==> config.mk <==
export PLATFORM = sky130hd
export DESIGN_NAME = alu_mc_flat
export DESIGN_NICKNAME = d
export VERILOG_FILES = /design/src/rtl/alu_pkg.sv /design/src/rtl/alu_mc_if.sv /design/src/rtl/alu_mc_iter.sv /design/src/rtl/alu_mc.sv /design/src/flat_wrapper.sv
export SDC_FILE = /design/constraint.sdc
export NUM_CORES = 1
export LEC_CHECK = 0
export BUFFER_PORTS_ARGS = -buffer_cell sky130_fd_sc_hd__buf_2
export CAP_MARGIN = 25
export CORE_MARGIN = 3
export CORE_UTILIZATION = 50
export CTS_CLUSTER_DIAMETER = 200
export DETAILED_ROUTE_END_ITERATION = 10
export PLACE_DENSITY = 0.75
export SKIP_CTS_REPAIR_TIMING = 1
export SYNTH_ARGS = -nofsm -noshare
export SYNTH_HDL_FRONTEND = slang
export SYNTH_SLANG_ARGS = --single-unit
==> constraint.sdc <==
create_clock -name clk -period 5.05 [get_ports clk]
set_clock_uncertainty 0.15 [all_clocks]
set_input_delay 1.2625 -clock clk [delete_from_list [all_inputs] [get_ports clk]]
set_output_delay 1.2625 -clock clk [all_outputs]
set_load 0.01 [all_outputs]
==> src/rtl/alu_pkg.sv <==
// Shared definitions for the multi-cycle ALU: opcodes, controller states and flags.
package alu_pkg;

  localparam logic [4:0] OP_TRANSFER = 5'h00;
  localparam logic [4:0] OP_INC      = 5'h01;
  localparam logic [4:0] OP_DEC      = 5'h02;
  localparam logic [4:0] OP_ADD      = 5'h03;
  localparam logic [4:0] OP_SUB      = 5'h04;
  localparam logic [4:0] OP_AND      = 5'h05;
  localparam logic [4:0] OP_OR       = 5'h06;
  localparam logic [4:0] OP_XOR      = 5'h07;
  localparam logic [4:0] OP_NOT      = 5'h08;
  localparam logic [4:0] OP_SHL      = 5'h09;
  localparam logic [4:0] OP_SHR      = 5'h0A;
  localparam logic [4:0] OP_ASR      = 5'h0B;
  localparam logic [4:0] OP_RCL      = 5'h0C;
  localparam logic [4:0] OP_RCR      = 5'h0D;
  localparam logic [4:0] OP_BSWAP    = 5'h0E;
  localparam logic [4:0] OP_MUL      = 5'h10;
  localparam logic [4:0] OP_DIV      = 5'h11;

  typedef enum logic {
    ST_IDLE = 1'b0,
    ST_EXEC = 1'b1
  } alu_state_t;

  typedef struct packed {
    logic c;
    logic z;
    logic s;
    logic v;
  } alu_flags_t;

endpackage

==> src/rtl/alu_mc_if.sv <==
// Request/result bundle between the microsequencer (master) and the ALU (slave).
interface alu_mc_if #(
  parameter int WIDTH = 16
);
  logic             start;
  logic [4:0]       fsel;
  logic [WIDTH-1:0] abus;
  logic [WIDTH-1:0] bbus;
  logic             cin;
  logic             busy;
  logic             done;
  logic             err;
  logic [WIDTH-1:0] fout;
  logic [WIDTH-1:0] fout_hi;
  logic             c;
  logic             z;
  logic             s;
  logic             v;

  modport master (
    output start, fsel, abus, bbus, cin,
    input  busy, done, err, fout, fout_hi, c, z, s, v
  );

  modport slave (
    input  start, fsel, abus, bbus, cin,
    output busy, done, err, fout, fout_hi, c, z, s, v
  );
endinterface

==> src/rtl/alu_mc_iter.sv <==
// Shared shift/add (MUL) and restoring shift/subtract (DIV) iteration datapath.
// The divide path exists only when ALU_MC_DIV_EN is defined.
module alu_mc_iter
  import alu_pkg::*;
#(
  parameter int WIDTH = 16,
  parameter int CNT_W = $clog2(WIDTH + 1)
) (
  input  logic             clk,
  input  logic             rst,
  input  logic             load,
  input  logic             step,
`ifdef ALU_MC_DIV_EN
  input  logic             is_div,
`endif
  input  logic [WIDTH-1:0] a,
  input  logic [WIDTH-1:0] b,
  output logic             last,
  output logic [WIDTH-1:0] res_hi,
  output logic [WIDTH-1:0] res_lo
);
  localparam int MSB = WIDTH - 1;

  logic [WIDTH-1:0] acc_reg, acc_next;
  logic [WIDTH-1:0] sr_reg, sr_next;
  logic [WIDTH-1:0] b_reg;
  logic [CNT_W-1:0] cnt_reg;
  logic [WIDTH:0]   mul_sum;
`ifdef ALU_MC_DIV_EN
  logic             div_reg;
  logic [WIDTH:0]   rem_sh;
  logic             rem_ge;
  logic [WIDTH-1:0] rem_diff;
`endif

  always_comb begin
    // MUL: LSB-first; the product shifts right through {acc, sr}
    mul_sum  = {1'b0, acc_reg} + {1'b0, b_reg & {WIDTH{sr_reg[0]}}};
    acc_next = mul_sum[WIDTH:1];
    sr_next  = {mul_sum[0], sr_reg[MSB:1]};
`ifdef ALU_MC_DIV_EN
    // DIV: the partial remainder is below B, so its low WIDTH bits are exact
    rem_sh   = {acc_reg, sr_reg[MSB]};
    rem_ge   = (rem_sh >= {1'b0, b_reg});
    rem_diff = rem_sh[MSB:0] - b_reg;
    if (div_reg) begin
      acc_next = rem_ge ? rem_diff : rem_sh[MSB:0];
      sr_next  = {sr_reg[MSB-1:0], rem_ge};
    end
`endif
  end

  assign last   = (cnt_reg == CNT_W'(WIDTH - 1));
  assign res_hi = acc_next;
  assign res_lo = sr_next;

  always_ff @(posedge clk or posedge rst) begin
    if (rst) begin
      acc_reg <= '0;
      sr_reg  <= '0;
      b_reg   <= '0;
      cnt_reg <= '0;
`ifdef ALU_MC_DIV_EN
      div_reg <= 1'b0;
`endif
    end else if (load) begin
      acc_reg <= '0;
      sr_reg  <= a;
      b_reg   <= b;
      cnt_reg <= '0;
`ifdef ALU_MC_DIV_EN
      div_reg <= is_div;
`endif
    end else if (step) begin
      acc_reg <= acc_next;
      sr_reg  <= sr_next;
      cnt_reg <= cnt_reg + 1'b1;
    end
  end

endmodule

==> src/rtl/alu_mc.sv <==
// Multi-cycle ALU: 15 single-cycle ops plus iterative MUL and optional DIV.
// Define ALU_MC_DIV_EN to build the divider; otherwise FSEL 0x11 is illegal.
module alu_mc
  import alu_pkg::*;
#(
  parameter int WIDTH = 16,
  parameter int CNT_W = $clog2(WIDTH + 1)
) (
  input  logic     clk,
  input  logic     rst,
  alu_mc_if.slave  bus
);
  localparam int MSB      = WIDTH - 1;
  localparam bit BSWAP_OK = (WIDTH % 8) == 0;

  alu_state_t       state_reg;
  logic             busy_reg, done_reg, err_reg;
  logic [WIDTH-1:0] fout_reg, fout_hi_reg;
  alu_flags_t       flags_reg;

  logic [WIDTH-1:0] a, b, bswap_val, sc_res;
  logic [WIDTH:0]   add_sum, sub_diff, inc_sum, dec_diff;
  logic             sc_c, sc_v, sc_legal;
  alu_flags_t       sc_flags, mc_flags;
  logic             is_mul, is_div, iter_load, iter_last;
  logic [WIDTH-1:0] iter_hi, iter_lo;
`ifdef ALU_MC_DIV_EN
  logic             div_op_reg, bzero_reg;
`endif

  assign a = bus.abus;
  assign b = bus.bbus;

  assign add_sum  = {1'b0, a} + {1'b0, b} + {{WIDTH{1'b0}}, bus.cin};
  assign sub_diff = {1'b0, a} - {1'b0, b} - {{WIDTH{1'b0}}, bus.cin};
  assign inc_sum  = {1'b0, a} + (WIDTH + 1)'(1);
  assign dec_diff = {1'b0, a} - (WIDTH + 1)'(1);

  generate
    if (BSWAP_OK) begin : g_bswap
      for (genvar gi = 0; gi < WIDTH / 8; gi++) begin : g_byte
        assign bswap_val[gi*8 +: 8] = a[WIDTH-8-gi*8 +: 8];
      end
    end else begin : g_no_bswap
      assign bswap_val = '0;
    end
  endgenerate

  assign is_mul = (bus.fsel == OP_MUL);
`ifdef ALU_MC_DIV_EN
  assign is_div = (bus.fsel == OP_DIV);
`else
  assign is_div = 1'b0;
`endif
  assign iter_load = bus.start && (state_reg == ST_IDLE) && (is_mul || is_div);

  // Illegal selects fall through with a zero result, which yields Z=1 and C=S=V=0
  always_comb begin
    sc_res   = '0;
    sc_c     = 1'b0;
    sc_v     = 1'b0;
    sc_legal = 1'b1;
    case (bus.fsel)
      OP_TRANSFER: sc_res = a;
      OP_INC: begin
        sc_res = inc_sum[MSB:0];
        sc_c   = inc_sum[WIDTH];
        sc_v   = ~a[MSB] & sc_res[MSB];
      end
      OP_DEC: begin
        sc_res = dec_diff[MSB:0];
        sc_c   = dec_diff[WIDTH];
        sc_v   = a[MSB] & ~sc_res[MSB];
      end
      OP_ADD: begin
        sc_res = add_sum[MSB:0];
        sc_c   = add_sum[WIDTH];
        sc_v   = (a[MSB] == b[MSB]) && (sc_res[MSB] != a[MSB]);
      end
      OP_SUB: begin
        sc_res = sub_diff[MSB:0];
        sc_c   = sub_diff[WIDTH];
        sc_v   = (a[MSB] != b[MSB]) && (sc_res[MSB] != a[MSB]);
      end
      OP_AND:  sc_res = a & b;
      OP_OR:   sc_res = a | b;
      OP_XOR:  sc_res = a ^ b;
      OP_NOT:  sc_res = ~a;
      OP_SHL: begin
        sc_res = {a[MSB-1:0], 1'b0};
        sc_c   = a[MSB];
      end
      OP_SHR: begin
        sc_res = {1'b0, a[MSB:1]};
        sc_c   = a[0];
      end
      OP_ASR: begin
        sc_res = {a[MSB], a[MSB:1]};
        sc_c   = a[0];
      end
      OP_RCL: begin
        sc_res = {a[MSB-1:0], bus.cin};
        sc_c   = a[MSB];
      end
      OP_RCR: begin
        sc_res = {bus.cin, a[MSB:1]};
        sc_c   = a[0];
      end
      OP_BSWAP: begin
        if (BSWAP_OK) sc_res = bswap_val;
        else          sc_legal = 1'b0;
      end
      default: sc_legal = 1'b0;
    endcase
    sc_flags.c = sc_c;
    sc_flags.z = (sc_res == '0);
    sc_flags.s = sc_res[MSB];
    sc_flags.v = sc_v;
  end

  always_comb begin
    mc_flags.c = (iter_hi != '0);
    mc_flags.v = (iter_hi != '0);
    mc_flags.s = iter_hi[MSB];
    mc_flags.z = (iter_hi == '0) && (iter_lo == '0);
`ifdef ALU_MC_DIV_EN
    if (div_op_reg) begin
      mc_flags.c = 1'b0;
      mc_flags.v = bzero_reg;
      mc_flags.s = iter_lo[MSB];
    end
`endif
  end

  alu_mc_iter #(
    .WIDTH (WIDTH),
    .CNT_W (CNT_W)
  ) u_iter (
    .clk    (clk),
    .rst    (rst),
    .load   (iter_load),
    .step   (state_reg == ST_EXEC),
`ifdef ALU_MC_DIV_EN
    .is_div (is_div),
`endif
    .a      (a),
    .b      (b),
    .last   (iter_last),
    .res_hi (iter_hi),
    .res_lo (iter_lo)
  );

  always_ff @(posedge clk or posedge rst) begin
    if (rst) begin
      state_reg   <= ST_IDLE;
      busy_reg    <= 1'b0;
      done_reg    <= 1'b0;
      err_reg     <= 1'b0;
      fout_reg    <= '0;
      fout_hi_reg <= '0;
      flags_reg   <= '{c: 1'b0, z: 1'b1, s: 1'b0, v: 1'b0};
`ifdef ALU_MC_DIV_EN
      div_op_reg  <= 1'b0;
      bzero_reg   <= 1'b0;
`endif
    end else begin
      done_reg <= 1'b0;
      err_reg  <= 1'b0;
      case (state_reg)
        ST_IDLE: begin
          if (bus.start) begin
            if (is_mul || is_div) begin
              state_reg  <= ST_EXEC;
              busy_reg   <= 1'b1;
`ifdef ALU_MC_DIV_EN
              div_op_reg <= is_div;
              bzero_reg  <= (b == '0);
`endif
            end else begin
              done_reg    <= 1'b1;
              err_reg     <= ~sc_legal;
              fout_reg    <= sc_res;
              fout_hi_reg <= '0;
              flags_reg   <= sc_flags;
            end
          end
        end
        ST_EXEC: begin
          if (iter_last) begin
            state_reg   <= ST_IDLE;
            busy_reg    <= 1'b0;
            done_reg    <= 1'b1;
            fout_reg    <= iter_lo;
            fout_hi_reg <= iter_hi;
            flags_reg   <= mc_flags;
          end
        end
        default: state_reg <= ST_IDLE;
      endcase
    end
  end

  assign bus.busy    = busy_reg;
  assign bus.done    = done_reg;
  assign bus.err     = err_reg;
  assign bus.fout    = fout_reg;
  assign bus.fout_hi = fout_hi_reg;
  assign bus.c       = flags_reg.c;
  assign bus.z       = flags_reg.z;
  assign bus.s       = flags_reg.s;
  assign bus.v       = flags_reg.v;

endmodule

==> src/flat_wrapper.sv <==
// flat-port wrapper written by rule: the top's interface ports become plain ports
module alu_mc_flat import alu_pkg::*;
#(
  parameter int WIDTH = 16,
  parameter int CNT_W = $clog2(WIDTH + 1)
)
  (clk, rst, bus_start, bus_fsel, bus_abus, bus_bbus, bus_cin, bus_busy, bus_done, bus_err, bus_fout, bus_fout_hi, bus_c, bus_z, bus_s, bus_v);
  alu_mc_if #(.WIDTH(WIDTH)) bus_i ();
  input  logic clk;
  input  logic rst;
  input wire logic [$bits(bus_i.start)-1:0] bus_start;
  input wire logic [$bits(bus_i.fsel)-1:0] bus_fsel;
  input wire logic [$bits(bus_i.abus)-1:0] bus_abus;
  input wire logic [$bits(bus_i.bbus)-1:0] bus_bbus;
  input wire logic [$bits(bus_i.cin)-1:0] bus_cin;
  output wire logic [$bits(bus_i.busy)-1:0] bus_busy;
  output wire logic [$bits(bus_i.done)-1:0] bus_done;
  output wire logic [$bits(bus_i.err)-1:0] bus_err;
  output wire logic [$bits(bus_i.fout)-1:0] bus_fout;
  output wire logic [$bits(bus_i.fout_hi)-1:0] bus_fout_hi;
  output wire logic [$bits(bus_i.c)-1:0] bus_c;
  output wire logic [$bits(bus_i.z)-1:0] bus_z;
  output wire logic [$bits(bus_i.s)-1:0] bus_s;
  output wire logic [$bits(bus_i.v)-1:0] bus_v;
  assign bus_i.start = bus_start;
  assign bus_i.fsel = bus_fsel;
  assign bus_i.abus = bus_abus;
  assign bus_i.bbus = bus_bbus;
  assign bus_i.cin = bus_cin;
  assign bus_busy = bus_i.busy;
  assign bus_done = bus_i.done;
  assign bus_err = bus_i.err;
  assign bus_fout = bus_i.fout;
  assign bus_fout_hi = bus_i.fout_hi;
  assign bus_c = bus_i.c;
  assign bus_z = bus_i.z;
  assign bus_s = bus_i.s;
  assign bus_v = bus_i.v;
  alu_mc #(.WIDTH(WIDTH), .CNT_W(CNT_W)) u_core (.clk(clk), .rst(rst), .bus(bus_i));
endmodule
Word-level counts from Yosys, hierarchy flattened. Cells that the tools add are included. Widths: inputs -> output; s select.

Flip-flop bits (word level): 93. Input port bits: 41. Output and inout bits: 39.

Reduce and logical (&&, ||, !) cells: 16. Equality and inequality tests: 24. Bitwise gates (word level): 11. Multiplexer cells: 37. Add/sub/neg operators: 8.

Operators by type and width (count): $pmux 16 s15 (1); $mux 16 (10); $pmux 16 s2 (2); $logic_not 16->1 (3); $eq 5x4->1 const B (8); $add 16x16->17 (2); $and 16x16->16 (2); $eq 5x3->1 const B (4); $add 16x1->17 const B (1); $add 17x1->17 (1); $sub 16x1->17 const B (1); $sub 16x16->17 (1); $sub 17x1->17 (1); $not 16->16 (1); $or 16x16->16 (1); $reduce_bool 16->1 (1); $xor 16x16->16 (1); $reduce_or 15->1 (1); $mux 1 (13); $mux 4 (3); $eq 5x2->1 const B (2); $mux 5 (2); $pmux 4 s2 (1); $ne 2x2->1 const B (3); 17 further kinds (30).

Longest topological paths before layout. Gate-level depths: netlist (run 1).

Depth in word-level cells: 8. Gate-level depth with buffers: 15. Depth with buffers taken out: 15.

Modules after synthesis. A second synthesis (run 1) with hierarchy kept.

Cell total of the unflattened synthesis: 1162. Area total of the unflattened synthesis: 9346.5 µm².

By module, submodules not included: alu_mc (times used 1, cells an instance 809, sequential area each 1002.2 µm², area each 5930.7 µm²); alu_mc_iter (times used 1, cells an instance 353, sequential area each 1326.3 µm², area each 3415.8 µm²).

Worst setup path before layout (run 1). Ideal clock, no wire load.

Path type: input port to flip-flop. From: input bus_abus[0]. To: register u_core.flags_reg (netlist bit u_core.bus.c). Stages: 15. Path buffers: 0. Path slack: 0.348 ns. Arrival: 4.414 ns. Cells stage by stage: inv_1 -> fa_1 -> inv_1 -> ha_1 -> or2_2 -> fa_1 -> o211ai_1 -> nand3b_1 -> a221o_1 -> a311oi_1 -> nor3b_1 -> a21oi_1 -> a21oi_1 -> o211ai_1 -> o211ai_1.

Longest elaborated chain between the ends: 6. Elaborated cells between the ends (all ways): 10. Those cells by class: add/sub: 6; mux: 4.

Ends and longest elaborated chain: start, declared (line flat_wrapper.sv:13) `input wire logic [$bits(bus_i.abus)-1:0] bus_abus;`; $sub 16x16->17 or $add 16x16->17 (tied branches) (line alu_mc.sv:35, alu_mc.sv:34); $sub 17x1->17 or $add 17x1->17 (tied branches) (line alu_mc.sv:35, alu_mc.sv:34); $pmux 1 s6 (*) (line alu_mc.sv:63) `case (bus.fsel)`; $mux 4 (*) (line alu_mc.sv:172) `if (is_mul || is_div) begin`; $mux 4 (*) (line alu_mc.sv:171) `if (bus.start) begin`; $pmux 4 s2 (*) (line alu_mc.sv:169) `case (state_reg)`; end signal, assigned (line alu_mc.sv:161) `flags_reg <= '{c: 1'b0, z: 1'b1, s: 1'b0, v: 1'b0};`; end signal, assigned (line alu_mc.sv:184) `flags_reg <= sc_flags;`; end signal, assigned (line alu_mc.sv:195) `flags_reg <= mc_flags;`; end, declared (line alu_mc.sv:19) `alu_flags_t flags_reg;`.

Mark *: on every way between the ends. The rest lies on a longest branch, timed or not. The select of a mux whose other input is x is not followed. A chain may end at the register's enable or synchronous reset.

Worst setup path after layout (run 1).
From: input bus_cin. To: register u_core.flags_reg (netlist bit u_core.bus.c).

Longest elaborated chain between the ends: 5. Elaborated cells between the ends (all ways): 6. Those cells by class: add/sub: 2; mux: 4.

Ends and longest elaborated chain: start, declared (line flat_wrapper.sv:15) `input wire logic [$bits(bus_i.cin)-1:0] bus_cin;`; $sub 17x1->17 or $add 17x1->17 (tied branches) (line alu_mc.sv:35, alu_mc.sv:34); $pmux 1 s6 (*) (line alu_mc.sv:63); $mux 4 (*) (line alu_mc.sv:172); $mux 4 (*) (line alu_mc.sv:171); $pmux 4 s2 (*) (line alu_mc.sv:169).

Marked as above.

==> results.yml, run 1 <==
status:
  status: "finished clean"
global_route:
  grt_pass1_vias: 8627
  overflow: 0
  grt_pass1_wl_um: 47500
  grt_max_degree: 62
  grt_antenna_before_repair: 0
  grtUsageTotal_pct: 30.3
synth:
  syn_inst: 1124
  synth_cell_types: 79
  synth_area_sq_um: 8910
  yosysSeqAreaShare_pct: 26.1
  yosys-top-cells-count: "nand2_1, dfrtp_1, o21ai_0"
  synthArstFlopShare_pct: 100
  synthFlopType: "dfrtp_1"
  synth_enable_flop_cells: 0
  ys_warn_count: 0
  synth_nets: 1254
  post-synth-top-area-cell: "dfrtp_1"
  synth_top_area_share_pct: 25.8
  yosysMostFrequentCell: "nand2_1"
  synth.avg_cell_area_sq_um: 7.92
  synth_area_leaders: "dfrtp_1, ha_1, nand2_1"
  synth.ff_latch_count: 93
worst_setup_path:
  crit_path_max_fanout: 3
  crit_type: "input pin to register"
  arrival_ns: 4.76
  cp.required_ns: 5.11
  end_kind: "register"
  cp-start-kind: "input pin"
layout:
  syn2layout_area_growth_pct: 11.1
  layoutNonFillerInstCount: 1407
  fillers: 1608
  final_nets: 1307
  drive_gt1_share_pct: 12.9
  utilization_pct: 57.0
  num_antenna_cells: 0
cts:
  clk_path_buf_depth: 2
  ctsHtreeMaxLevel: 3
  clockRootBuffer: "clkbuf_16"
  clock_latency_ns: 0.35
  clkSinkCount: 93
  cts_tree: "built"
  clk_pin_slew_ns: 0.07
  cts_made_buffers: 9
sta:
  setup_viol: 0
  tns_ns: 0
  tightest_slew_ns: 1.13
  fin_ws_ns: 0.359
  hold_viol: 0
  timing.fmax_mhz: 213
  rsz0062_at_grt: "no"
  slew_violations: 0
  fin_crit_sh_pct: 92.9
  relSlewSlack_pct: 24.3
  period_minus_slack_ns: 4.69
placed_design:
  dp_hpwl_um: 23200
  placed_cells: 1390
  portBuffers: 79
  globalplace.congestion: 1.02
  place_ws_ns: 0.00804
min_path:
  hold_path.class: "register to register"
routing:
  post_drt_wl_per_cell_um: 21.6
  vias: 9192
  ant_nets: 0
  firstDrtPassIters: 6
  vias_per_cell: 6.53
  routed_wl_um: 30400
  first_iter_violations: 1001
  drc: 0
power_and_ir_drop:
  switching_power_mw: 1.28
  power_frac_comb_pct: 41.6
  p_per_area_nw_per_um2: 320
  switching_share_pct: 40.6
  p_total_mw: 3.16
  p_int_mw: 1.88
  p_leak_nw: 4.68
  p_seq_share_pct: 35.8
  clkPwrFrac_pct: 22.6
  ir_drop_mv: 0.334
die:
  fp-row-count: 48
  io_pins: 80
  coreArea_sq_um: 17400
  die_h_um: 139
  initial_core_util_pct: 51.3
  dieArea_sq_um: 19500
  die_x_um: 139
flow_run:
  drv_cap: 0
final cells by class:
class	instances	area, sq um	share of cell area [%]
Tap cell	225	282	2.85
Clock buffer	10	239	2.42
Multi-Input combinational cell	897	6060	61.3
Sequential cell	93	2330	23.5
Inverter	59	224	2.26
Clock inverter	6	76.3	0.771
Timing Repair Buffer	117	681	6.88
worst paths after layout:
path                                    startpoint                    end  slack, ns  cells past startpoint
max                                        bus_cin           u_core.bus.c       0.36                     16
min                             u_core.bus.fout[1]     u_core.bus.fout[1]       0.32                      2
max reg2reg                u_core.u_iter.sr_reg[0]           u_core.bus.c       1.17                     12
min reg2reg                     u_core.bus.fout[1]     u_core.bus.fout[1]       0.32                      2
max in group asynchronous                      rst           u_core.bus.z       2.92                      3
min in group asynchronous                      rst  u_core.bus.fout_hi[0]       0.90                      2
logic make-up (layout without fill, tap and decap cells):
kind of cell / after synthesis / after routing / share of synthesized area [%]
xor+xnor: 49 / 49 / 4.82
flops: 93 / 93 / 26.1
fa+ha+maj: 89 / 89 / 12.9
compound gates: 332 / 332 / 25.8
mux: 15 / 15 / 1.71
buf+inv: 134 / 192 / 5.89
simple gates: 412 / 412 / 22.8
cell usage in the layout (no fill, tap or decap), drive strengths merged, types with 10 or more instances in the layout:
master,instances
nor2,60
a21oi,41
nor4,18
a22o,19
a21o,15
ha,84
a22oi,29
nand4,24
clkbuf,10
mux2i,13
a31oi,15
and3,11
o21ai,91
inv,61
nand2,161
buf,117
xnor2,34
nand2b,14
dfrtp,92
o211ai,18
nor3,32
nand3,22
xor2,15
a221oi,15
and2,19
through the flow:
step                instance area (sq um)  hold WS, ns
finish                               9890        0.324
CTS                                  9890        0.332
detailed placement                   9570        0.315
floorplan                            8910        0.292
global placement                     9570        0.303
global route                         9890        0.361
routing by layer:
| metal | routed length, um | GRT usage, % | part of all wire (%) | up-vias |
|---|---|---|---|---|
| li1 | - | - | - | 4232 |
| met1 | 12500 | 41.8 | 41 | 4306 |
| met2 | 13700 | 48.4 | 45 | 562 |
| met3 | 3140 | 5.46 | 10 | 92 |
| met4 | 1090 | 10.1 | 3.6 | 0 |
| met5 | 0 | 0 | 0 | - |
critical path, stage by stage:
cell and delay, ns:
buf_2 0.09, inv_1 0.05, fa_1 0.56, inv_1 0.06
ha_1 0.18, or2_2 0.31, fa_1 0.41, o211ai_1 0.21
nand3b_1 0.18, a221o_1 0.41, a311oi_1 0.42, nor3b_1 0.12
a21oi_1 0.13, a21oi_1 0.05, o211ai_1 0.20, o211ai_1 0.11
power by group through the flow:
stage	Clock, mW	Sequential [mW]	Combinational, mW
5_1_grt	0.755	1.16	1.45
2_1_floorplan	0	1.11	0.896
6_report	0.714	1.13	1.32
3_3_place_gp	0	1.14	1.27
4_1_cts	0.724	1.13	1.30
3_5_place_dp	0	1.14	1.29
Power figures use the tool's default switching activity.
==> inputs of run 2 (changes only) <==
- GPL_TIMING_DRIVEN: not set -> 0
==> run 2 against run 1 <==
Compared with the run above:
- critical path depth decreased by 1
- global-route usage increased by 1.5 points
- fmax shrank 6.3%
- first-iteration DRC count up 11%
- die area did not move
- flip-flop and latch count did not move
- clock power fell by 3%
- sequential power about the same
- non-clock buffer count rose by 44
- critical path type unchanged
- highest routed layer unchanged
==> results.yml, run 2 (synthesis gave the netlist of run 1 again) <==
routing:
  firstDrtPassIters: 6
  vias_per_cell: 6.55
  post_drt_wl_per_cell_um: 22.2
  first_iter_violations: 1111
  routed_wl_um: 32200
  ant_nets: 0
  drc: 0
  vias: 9510
sta:
  slew_violations: 0
  setup_viol: 0
  rsz0062_at_grt: "yes"
  timing.fmax_mhz: 200
  period_minus_slack_ns: 5.00
  relSlewSlack_pct: 26.7
  hold_viol: 0
  tightest_slew_ns: 1.10
  fin_crit_sh_pct: 99.1
  holdWs_ns: 0.320
placed_design:
  portBuffers: 77
  dp_hpwl_um: 25000
  dpl-instance-area_sq_um: 9600
  globalplace.congestion: 1.08
die:
  die_h_um: 139
  coreArea_sq_um: 17400
  initial_core_util_pct: 51.3
  die_x_um: 139
  io_pins: 80
  fp-row-count: 48
  dieArea_sq_um: 19500
flow_run:
  drv_cap: 0
layout:
  drive_gt1_share_pct: 12.2
  final_cell_mix: "nand2_1, buf_2, dfrtp_1"
  final_nets: 1351
  final_common_cell: "nand2_1"
  num_antenna_cells: 0
  final_cell_area_sq_um: 10000
  syn2layout_area_growth_pct: 12.7
worst_setup_path:
  arrival_ns: 5.13
  cp.required_ns: 5.17
  crit_type: "input pin to register"
  end_kind: "register"
  crit_path_max_fanout: 7
  cp-start-kind: "input pin"
cts:
  clkSinkCount: 93
  clockRootBuffer: "clkbuf_16"
  cts_made_buffers: 9
  clock_latency_ns: 0.35
  ctsHtreeMaxLevel: 3
  cts_tree: "built"
  clk_pin_slew_ns: 0.07
  clk_path_buf_depth: 2
global_route:
  grt_antenna_before_repair: 0
  grt_pass1_wl_um: 49100
  grt_max_degree: 61
  grtUsageTotal_pct: 31.8
  overflow: 0
  grt_pass1_vias: 8984
min_path:
  hold_path.class: "register to register"
power_and_ir_drop:
  ir_drop_mv: 0.294
  p_per_area_nw_per_um2: 318
  p_leak_nw: 4.67
status:
  status: "finished clean"
[run 2: cell type report]
cell class,instances,area [sq um]
multi-input combinational,897,6090
sequential,93,2330
tap,225,282
fill,1679,7320
timing repair buffer,89,510
clock buffer,9,225
clock inverter,7,80.1
inverter,59,228
buffer,72,292
[run 2: path summary, 6_finish.rpt]
path                                          from                       end  slack [ns]  cells past startpoint
max                                    bus_abus[0]       u_core.bus.fout[12]        0.05                     15
min in group asynchronous                      rst  u_core.u_iter.acc_reg[1]        0.78                      2
max in group asynchronous                      rst              u_core.bus.z        3.29                      3
max reg2reg                u_core.u_iter.sr_reg[0]              u_core.bus.c        1.30                     12
min                         u_core.u_iter.b_reg[5]    u_core.u_iter.b_reg[5]        0.32                      2
min reg2reg                 u_core.u_iter.b_reg[5]    u_core.u_iter.b_reg[5]        0.32                      2
[run 2: where the power goes]
part | internal [mW] | switching (mW)
sequential | 0.950 | 0.159
combinational | 0.531 | 0.858
clock | 0.391 | 0.304
total | 1.87 | 1.32
[run 2: worst max-delay path, cell delays in order]
cell	delay (ns)
buf_12	0.10
clkinvlp_4	0.12
fa_1	0.59
inv_2	0.06
ha_2	0.17
or2_4	0.25
fa_2	0.36
o211ai_1	0.24
nand3b_1	0.26
a221o_1	0.45
a311oi_2	0.41
xor2_1	0.12
o211ai_1	0.39
mux2i_1	0.17
o21ai_1	0.17
[run 2: metrics by stage]
step	power, mW	setup slack, ns	util [%]	setup TNS, ns	std cells
final	3.19	0.0459	57.8	0	1451
after global routing	3.38	-0.0505	57.8	-0.0912	1451
after CTS	3.15	-0.493	57.1	-1.98	1443
after detailed placement	2.46	-0.836	55.3	-4.93	1427
after global placement	2.42	-0.769	55.2	-4.34	1426
after floorplan	2.01	0.348	-	0	1124
[run 2: routing by layer]
layer / vias to the layer above / track usage, % / wire, um
met5: - / 0 / 0
met4: 0 / 16.3 / 1770
met3: 113 / 5.43 / 3090
met2: 559 / 52.0 / 14800
met1: 4526 / 40.6 / 12600
li1: 4312 / - / -
==> inputs of run 3 (changes only) <==
- RECOVER_POWER: not set -> 50
- clock period: 5.05 -> 5.4 ns (I/O delays scaled with it)
==> run 3 against run 2 <==
Compared with the run above:
- the run now ends with max-capacitance violations, max-slew violations left
- sequential share of layout area is 0.23 points higher
- setup slack better by 0.042 ns
- global-route usage stayed put
- flip-flop and latch count stayed put
- clock-buffer cell count stayed put
- via count hardly changed
- routed wire length hardly changed
- combinational power is 8% lower
- power is 7.1% lower
- final cell count is 0.21% lower
- largest power group unchanged
- highest routed layer unchanged
==> results.yml, run 3 (synthesis gave the netlist of run 1 again) <==
sta:
  tightest_slew_ns: 2.63
  setup_viol: 0
  period_minus_slack_ns: 5.31
  slew_violations: 61
  hold_viol: 0
  timing.fmax_mhz: 188
  relSlewSlack_pct: -75.3
  fin_ws_ns: 0.0884
  fin_crit_sh_pct: 98.4
worst_setup_path:
  cp.required_ns: 5.52
  end_kind: "register"
  reg2reg_to: "u_core.bus.c"
  crit_type: "input pin to register"
  crit_path_max_fanout: 9
  rr_worst_depth: 12
  arrival_ns: 5.44
  cp-start-kind: "input pin"
  rrSetupSlack_ns: 1.63
  r2r_start: "u_core.u_iter.sr_reg[0]"
routing:
  routed_wl_um: 32200
  ant_nets: 0
  vias: 9509
  drc: 0
  first_iter_violations: 1140
  vias_per_cell: 6.57
  post_drt_wl_per_cell_um: 22.2
  firstDrtPassIters: 8
cts:
  cts_tree: "built"
  ctsHtreeMaxLevel: 3
  clock_latency_ns: 0.35
  clk_pin_slew_ns: 0.07
  clkSinkCount: 93
  clk_path_buf_depth: 2
  cts_made_buffers: 9
  clockRootBuffer: "clkbuf_16"
placed_design:
  portBuffers: 77
  place_ws_ns: -0.574
  globalplace.congestion: 1.08
  dp_hpwl_um: 25000
  placed_cells: 1427
  dpl-instance-area_sq_um: 9600
die:
  die_h_um: 139
  dieArea_sq_um: 19500
  initial_core_util_pct: 51.3
  die_x_um: 139
  fp-row-count: 48
  io_pins: 80
  coreArea_sq_um: 17400
min_path:
  min_from: "u_core.u_iter.b_reg[5]"
  hold_path.class: "register to register"
  min_path_cells: 2
  hold_end: "u_core.u_iter.b_reg[5]"
global_route:
  grtUsageTotal_pct: 31.8
  grt_pass1_wl_um: 49100
  overflow: 0
  grt_max_degree: 61
  grt_antenna_before_repair: 0
  grt_pass1_vias: 8984
flow_run:
  drv_cap: 1
status:
  status: "finished, violations left"
  violations: "max-capacitance violations, max-slew violations"
layout:
  seq_area_sq_um: 2330
  fillers: 1704
  final_cell_mix: "nand2_1, dfrtp_1, o21ai_0"
  num_antenna_cells: 0
  final_nets: 1348
  utilization_pct: 57.3
  final_common_cell: "nand2_1"
  layoutNonFillerInstCount: 1448
  drive_gt1_share_pct: 9.73
  multi_input_area_sq_um: 6070
  final_cell_area_sq_um: 9940
  syn2layout_area_growth_pct: 11.6
power_and_ir_drop:
  p_leak_nw: 4.57
  ir_drop_mv: 0.270
  p_per_area_nw_per_um2: 298
==> run 3: cell count changes in the layout (fill, tap and decap cells not counted), moves of 2 or more <==
cell      before  now
inv_1         54   56
buf_4         11    5
ha_1          82   84
inv_2          2    0
buf_2         93   74
clkbuf_1      50   71
==> run 3: area by class of cell <==
cell class,instances,area share (%)
clock buffer,9,2.27
clock inverter,7,0.806
inverter,59,2.28
sequential,93,23.4
tap,225,2.83
timing repair buffer,83,4.21
buffer,75,3.05
multi-input combinational,897,61.1
==> run 3: how the worst max path moves through the flow <==
stage / start / to / slack (ns) / cells after the start
5_1_grt: bus_abus[0] / u_core.bus.fout[12] / -0.01 / 15
4_1_cts: bus_abus[0] / u_core.bus.c / -0.23 / 16
3_5_place_dp: bus_abus[0] / u_core.bus.c / -0.57 / 16
6_report: bus_abus[0] / u_core.bus.fout[12] / 0.09 / 15
3_3_place_gp: bus_abus[0] / u_core.bus.c / -0.51 / 16
2_1_floorplan: bus_abus[0] / u_core.bus.c / 0.61 / 15
==> run 3: per-stage QoR <==
| stage | hold slack [ns] | setup TNS (ns) | power [mW] |
|---|---|---|---|
| final | 0.325 | 0 | 2.97 |
| after global routing | 0.351 | -0.0108 | 3.15 |
| after CTS | 0.327 | -0.693 | 2.95 |
| after detailed placement | 0.312 | -2.47 | 2.30 |
| after global placement | 0.305 | -2.15 | 2.26 |
| after floorplan | 0.292 | 0 | 1.88 |
==> run 3: power by group <==
part	switching, mW	internal [mW]	leakage (nW)	total, mW
sequential	0.148	0.889	1.23	1.04
combinational	0.800	0.481	3.19	1.28
clock	0.283	0.365	0.148	0.648
total	1.23	1.73	4.57	2.97
==> run 3: critical path: stages <==
cell        delay (ns)
buf_6             0.16
clkinvlp_4        0.15
fa_1              0.53
inv_1             0.10
ha_1              0.20
or2_2             0.31
fa_2              0.40
o211ai_1          0.24
nand3b_1          0.26
a221o_1           0.46
a311oi_2          0.39
xor2_1            0.11
o211ai_1          0.41
mux2i_1           0.17
o21ai_1           0.16
==> run 3: layer usage <==
layer / part of all wire (%) / GRT usage (%) / wire (um) / vias up
met1: 39 / 40.6 / 12700 / 4520
met5: 0 / 0 / 0 / -
met3: 9.5 / 5.43 / 3050 / 121
met4: 5.5 / 16.3 / 1770 / 0
met2: 46 / 52.0 / 14700 / 548
li1: - / - / - / 4320
